===== config.mk =====
export PLATFORM = sky130hd
export DESIGN_NAME = kanagawa_lfsr_backoff
export DESIGN_NICKNAME = d
export VERILOG_FILES = /design/src/rtl/kanagawa_backoff_pkg.sv /design/src/rtl/kanagawa_backoff_counter.sv /design/src/rtl/kanagawa_lfsr_backoff.sv
export SDC_FILE = /design/constraint.sdc
export NUM_CORES = 1
export LEC_CHECK = 0
export BUFFER_PORTS_ARGS = -buffer_cell sky130_fd_sc_hd__buf_2
export CORE_UTILIZATION = 55
export DETAILED_ROUTE_END_ITERATION = 8
export GPL_ROUTABILITY_DRIVEN = 0
export HOLD_SLACK_MARGIN = 0.1
export PLACE_DENSITY = 0.74
export REMOVE_ABC_BUFFERS = 1
export SYNTH_ARGS = -nofsm -noshare
export SYNTH_HDL_FRONTEND = slang
export SYNTH_SLANG_ARGS = --single-unit
export TNS_END_PERCENT = 30

===== constraint.sdc =====
create_clock -name clk -period 2.6 [get_ports clk]
set_input_delay 0.39 -clock clk [delete_from_list [all_inputs] [get_ports clk]]
set_output_delay 0.39 -clock clk [all_outputs]
set_load 0.02 [all_outputs]

===== src/rtl/kanagawa_backoff_pkg.sv =====
// Shared types and helpers for the kanagawa randomized exponential-backoff block.
// Used by kanagawa_lfsr_backoff and kanagawa_backoff_counter.
package kanagawa_backoff_pkg;

  // Controller states: waiting for an outcome, counting a delay, offering a retry.
  typedef enum logic [1:0] {
    IDLE  = 2'd0,
    WAIT  = 2'd1,
    GRANT = 2'd2
  } backoff_state_e;

  // Width of the optional statistics counters.
  localparam int unsigned STAT_W = 32;

  // Window mask for a given exponent: the low 'e' bits set, i.e. 2^e - 1.
  function automatic logic [31:0] window_mask(input logic [31:0] e);
    return (32'd1 << e) - 32'd1;
  endfunction

endpackage


===== src/rtl/kanagawa_backoff_counter.sv =====
// Loadable down counter holding the remaining backoff delay.
// load has priority over dec; dec stops at zero; zero flags an empty count.
module kanagawa_backoff_counter
  import kanagawa_backoff_pkg::*;
#(
  parameter int unsigned W = 10
) (
  input  logic         clk,
  input  logic         rst_n,
  input  logic         load,
  input  logic [W-1:0] load_value,
  input  logic         dec,
  output logic         zero
);

  logic [W-1:0] value;

  // Delay register: load a fresh draw, otherwise count down toward zero.
  always_ff @(posedge clk or negedge rst_n) begin
    if (!rst_n) begin
      value <= '0;
    end else if (load) begin
      value <= load_value;
    end else if (dec && (value != '0)) begin
      value <= value - W'(1);
    end
  end

  assign zero = (value == '0);

endmodule


===== src/rtl/kanagawa_lfsr_backoff.sv =====
// Randomized exponential-backoff controller for runtime retry paths.
// Each failure draws a delay from the shared LFSR, masked by a window that doubles
// per consecutive failure (capped at 2^MAX_EXP-1), then offers a retry token.
// Optional statistics counters are enabled by defining KANAGAWA_BACKOFF_STATS_EN.
//
// Handshake: retry_valid is a pure decode of the GRANT state; once high it stays
// high until a cycle where retry_valid and retry_ready are both high (transfer),
// except that success or reset withdraw it.
module kanagawa_lfsr_backoff
  import kanagawa_backoff_pkg::*;
#(
  parameter int unsigned LFSR_WIDTH   = 11,
  parameter int unsigned MAX_EXP      = 10,
  parameter int unsigned MAX_ATTEMPTS = 16
) (
  input  logic                  clk,
  input  logic                  rst_n,
  input  logic [LFSR_WIDTH-1:0] lfsr_in,
  output logic                  lfsr_en,
  input  logic                  fail_valid,
  input  logic                  success,
  output logic                  retry_valid,
  input  logic                  retry_ready,
  output logic                  give_up,
  output logic                  busy
`ifdef KANAGAWA_BACKOFF_STATS_EN
  ,
  output logic [STAT_W-1:0]     stat_draws,
  output logic [STAT_W-1:0]     stat_wait_cycles
`endif
);

  localparam int unsigned ATT_W = $clog2(MAX_ATTEMPTS + 1);
  localparam int unsigned EXP_W = $clog2(MAX_EXP + 1);

  backoff_state_e   state;
  logic [EXP_W-1:0] exp_q;
  logic [ATT_W-1:0] attempts_q;

  logic [EXP_W-1:0]   exp_next;
  logic [MAX_EXP-1:0] draw_value;
  logic               room;
  logic               fail_idle;
  logic               count_zero;
  logic               count_load;
  logic [MAX_EXP-1:0] count_load_value;
  logic               count_dec;

  // Next exponent saturates at MAX_EXP so the window never exceeds 2^MAX_EXP-1.
  assign exp_next = (exp_q == EXP_W'(MAX_EXP)) ? exp_q : exp_q + EXP_W'(1);

  // Draw: mask the LFSR word with the new window; the mask never reaches above MAX_EXP bits.
  assign draw_value = MAX_EXP'(lfsr_in & LFSR_WIDTH'(window_mask(32'(exp_next))));

  assign room      = (attempts_q < ATT_W'(MAX_ATTEMPTS));
  // success outranks a simultaneous failure report, so neither strobe fires then.
  assign fail_idle = (state == IDLE) && fail_valid && !success;
  assign lfsr_en   = fail_idle && room;
  assign give_up   = fail_idle && !room;

  assign retry_valid = (state == GRANT);
  assign busy        = (state != IDLE);

  // The delay counter is loaded with a draw, or cleared by success.
  assign count_load       = lfsr_en || success;
  assign count_load_value = success ? '0 : draw_value;
  assign count_dec        = (state == WAIT);

  kanagawa_backoff_counter #(
    .W (MAX_EXP)
  ) u_counter (
    .clk        (clk),
    .rst_n      (rst_n),
    .load       (count_load),
    .load_value (count_load_value),
    .dec        (count_dec),
    .zero       (count_zero)
  );

  // Backoff FSM with exponent and attempt history; success clears everything.
  always_ff @(posedge clk or negedge rst_n) begin
    if (!rst_n) begin
      state      <= IDLE;
      exp_q      <= '0;
      attempts_q <= '0;
    end else if (success) begin
      state      <= IDLE;
      exp_q      <= '0;
      attempts_q <= '0;
    end else begin
      case (state)
        IDLE: begin
          if (fail_valid) begin
            if (room) begin
              exp_q      <= exp_next;
              attempts_q <= attempts_q + ATT_W'(1);
              state      <= WAIT;
            end else begin
              exp_q      <= '0;
              attempts_q <= '0;
            end
          end
        end
        WAIT: begin
          if (count_zero) state <= GRANT;
        end
        GRANT: begin
          if (retry_ready) state <= IDLE;
        end
        default: state <= IDLE;
      endcase
    end
  end

`ifdef KANAGAWA_BACKOFF_STATS_EN
  // Saturating usage statistics; only reset clears them.
  always_ff @(posedge clk or negedge rst_n) begin
    if (!rst_n) begin
      stat_draws       <= '0;
      stat_wait_cycles <= '0;
    end else begin
      if (lfsr_en && (stat_draws != '1)) stat_draws <= stat_draws + STAT_W'(1);
      if ((state == WAIT) && (stat_wait_cycles != '1))
        stat_wait_cycles <= stat_wait_cycles + STAT_W'(1);
    end
  end
`endif

  // A failure may only be reported while idle; elsewhere it is ignored.
  assert property (@(posedge clk) disable iff (!rst_n) !(fail_valid && (state != IDLE)));

endmodule


==> flow_summary.ini <==
[outcome]
status = complete, no violations

[yosys]
ys_warn_count = 0
seq_area_frac_synth_pct = 32.9
syn_inst = 194
yosysTopAreaCell = dfrtp_1
synthTopCellsByCount = 21 x a21oi_1, 21 x dfrtp_1, 20 x nand2_1, 13 x nor2_1, 12 x nand3_1
syn_area_sq_mm = 0.00160
async_flop_share_pct = 100
synth_edf_count = 0
synth_ff_type = dfrtp_1
synthTopCellsByArea = dfrtp_1 33%, a21oi_1 6.6%, ha_1 5.5%, nand2_1 4.7%, nand3_1 3.8%
syn_avg_cell_area_sq_um = 8.24
synth_cell_types = 44
yosys.area.top_type_share_pct = 32.9
ys_ff_latch = 21

[timing]
post-route-period-util_pct = 90.6
period_minus_slack_ps = 2360
layout_setup_ws_ps = 243
tns_ps = 0
rsz0062_at_grt = no
tightest_slew_ps = 679
slew_viol_final = 0
finClkSkew_ps = 10.4
hold_viol = 0
setup_viol = 0
maxSlewHeadroom_pct = 54.7
fmax_ghz = 0.424

[cts]
cts.sinks = 21
clkLatencyLatePin_ps = 300
clk_path_buf_depth = 2
cts_tree = done
numCtsBuffers = 3
cts_max_level = 1
root_buffer = clkbuf_4
cts_resized = 0
cts.clk_slew.worst_paths_ps = 120

[detailed_routing]
drc = 0
routed_wl_microns = 3660
dr.pass1.iters = 4
drt_first_iter_violations = 78
ant_nets = 0
post_drt_wl_per_cell_microns = 15.2
viasPerCell = 6.31
vias = 1521

[floorplan]
floorplan.initialDensity_pct = 58.0
die_area_sq_mm = 0.00313
die_w_microns = 55.9
io_pins = 20
die_h_microns = 55.9
coreArea_sq_mm = 0.00276
fp-row-count = 19

[power_and_ir_drop]
p_leak_nw = 0.835
power.density_mw_per_mm2 = 760
ir_drop_mv = 0.582

[cells_and_area]
fin_area_sq_mm = 0.00173
syn_to_final_growth_pct = 8.37
fin_nets = 234
nFillCells = 265
diodes = 0
drive_gt1_share_pct = 15.7

[worst_setup_path]
cp.required_ps = 2810
cp_data_arrival_time_ps = 2560
path_class = reg2reg
crit_path_max_fanout = 9
cp-end-kind = flop
worstSetupStartpointType = flop

[placement]
io_buffer_count = 18
placed_area_sq_mm = 0.00170
hpwl_microns = 2840
dp_slack_ps = 288

[grt]
grt_overflow = 0
grt_pass1_wl_microns = 6270
grt_max_degree = 22
antenna_found_initial = 0
grt_pass1_vias = 1449
grtUsageTotal_pct = 25.3

[job]
drv_cap = 0

[worst_hold_path]
hp-class = in2reg
-- placed cells by master (no fill, tap or decap), drive strengths merged, types with 2 or more instances in the layout --
| cell | instances |
|---|---|
| inv | 12 |
| clkbuf | 3 |
| nor2 | 13 |
| xor2 | 2 |
| nor3 | 7 |
| a21oi | 22 |
| o211ai | 2 |
| o21a | 3 |
| o22a | 3 |
| or2 | 2 |
| buf | 21 |
| a22o | 2 |
| nand3 | 12 |
| dfrtp | 21 |
| o311a | 2 |
| nor2b | 7 |
| nand3b | 2 |
| o21ai | 17 |
| ha | 7 |
| nand4 | 5 |
| a31oi | 5 |
| xnor2 | 4 |
| nand2b | 2 |
| nand2 | 21 |
-- cell families (layout without fill, tap and decap cells) --
kind of cell / Yosys count / after routing / share of synthesized area [%]
simple gates: 75 / 75 / 26.0
mux: 1 / 1 / 0.626
xor+xnor: 6 / 6 / 4.46
compound gates: 62 / 62 / 24.3
buf+inv: 22 / 38 / 6.26
fa+ha+maj: 7 / 7 / 5.48
flops: 21 / 21 / 32.9
-- registers in the layout, indices dropped and copies added, names as in the netlist --
name / flops
u_counter.value: 10
state: 2
exp_q: 4
attempts_q: 5
-- what timing repair did --
action	CTS	global route
setup buffers	0	0
hold buffers	1	0
endpoints found under the hold margin	21	0
-- critical path: stages (launching register included) --
cell and delay, ps:
dfrtp_1 480, ha_1 280, nor3_1 150, a41o_1 210
nand2_1 100, ha_1 320, nor2b_1 200, o21a_1 190
a21oi_1 110, a211oi_1 60, o22a_1 180
-- final timing paths --
path	startpoint	to	slack (ps)	cells after the start
hold reg to reg	attempts_q[2]$_DFFE_PN0P_	attempts_q[2]$_DFFE_PN0P_	500	1
setup reg to reg	exp_q[0]$_DFFE_PN0P_	u_counter.value[8]$_DFFE_PN0P_	240	10
hold / removal	lfsr_in[2]	u_counter.value[2]$_DFFE_PN0P_	320	3
max in group asynchronous	rst_n	u_counter.value[6]$_DFFE_PN0P_	1730	2
setup / recovery	exp_q[0]$_DFFE_PN0P_	u_counter.value[8]$_DFFE_PN0P_	240	10
min in group asynchronous	rst_n	u_counter.value[3]$_DFFE_PN0P_	550	2
-- final cells by class --
cell class / instances / area [sq um] / share of cell area, %
flip-flops and latches: 21 / 526 / 30.3
clock inverters: 1 / 5.00 / 0.289
clock buffers: 3 / 22.5 / 1.30
multi-input cells: 151 / 973 / 56.2
inverters: 12 / 45.0 / 2.60
well taps: 31 / 38.8 / 2.24
repair buffers: 22 / 123 / 7.08
-- per-stage QoR --
step           utilization, %  std cells  power (W)  hold WS [ps]
3_5_place_dp             61.5        236    0.00116           363
5_1_grt                  62.8        241    0.00143           323
2_1_floorplan               -        184   0.000985          94.4
3_3_place_gp             61.5        236    0.00112           360
6_report                 62.8        241    0.00132           323
4_1_cts                  62.8        241    0.00131           327
-- power breakdown --
group          internal, W  total (W)  switching, W
logic             0.000261   0.000670      0.000409
registers         0.000398   0.000494     0.0000966
clock network    0.0000574   0.000152     0.0000950
-- per-layer routing --
layer / track usage [%] / share of wire, % / wire (microns) / vias to the layer above
met3: 4.65 / 5.4 / 197 / 10
met4: 10.5 / 2.6 / 96 / 0
met1: 31.6 / 43 / 1570 / 730
met5: 0 / 0 / 0 / -
li1: - / - / - / 730
met2: 43.2 / 49 / 1800 / 51
Note: power is estimated with default switching activity, not from simulation.
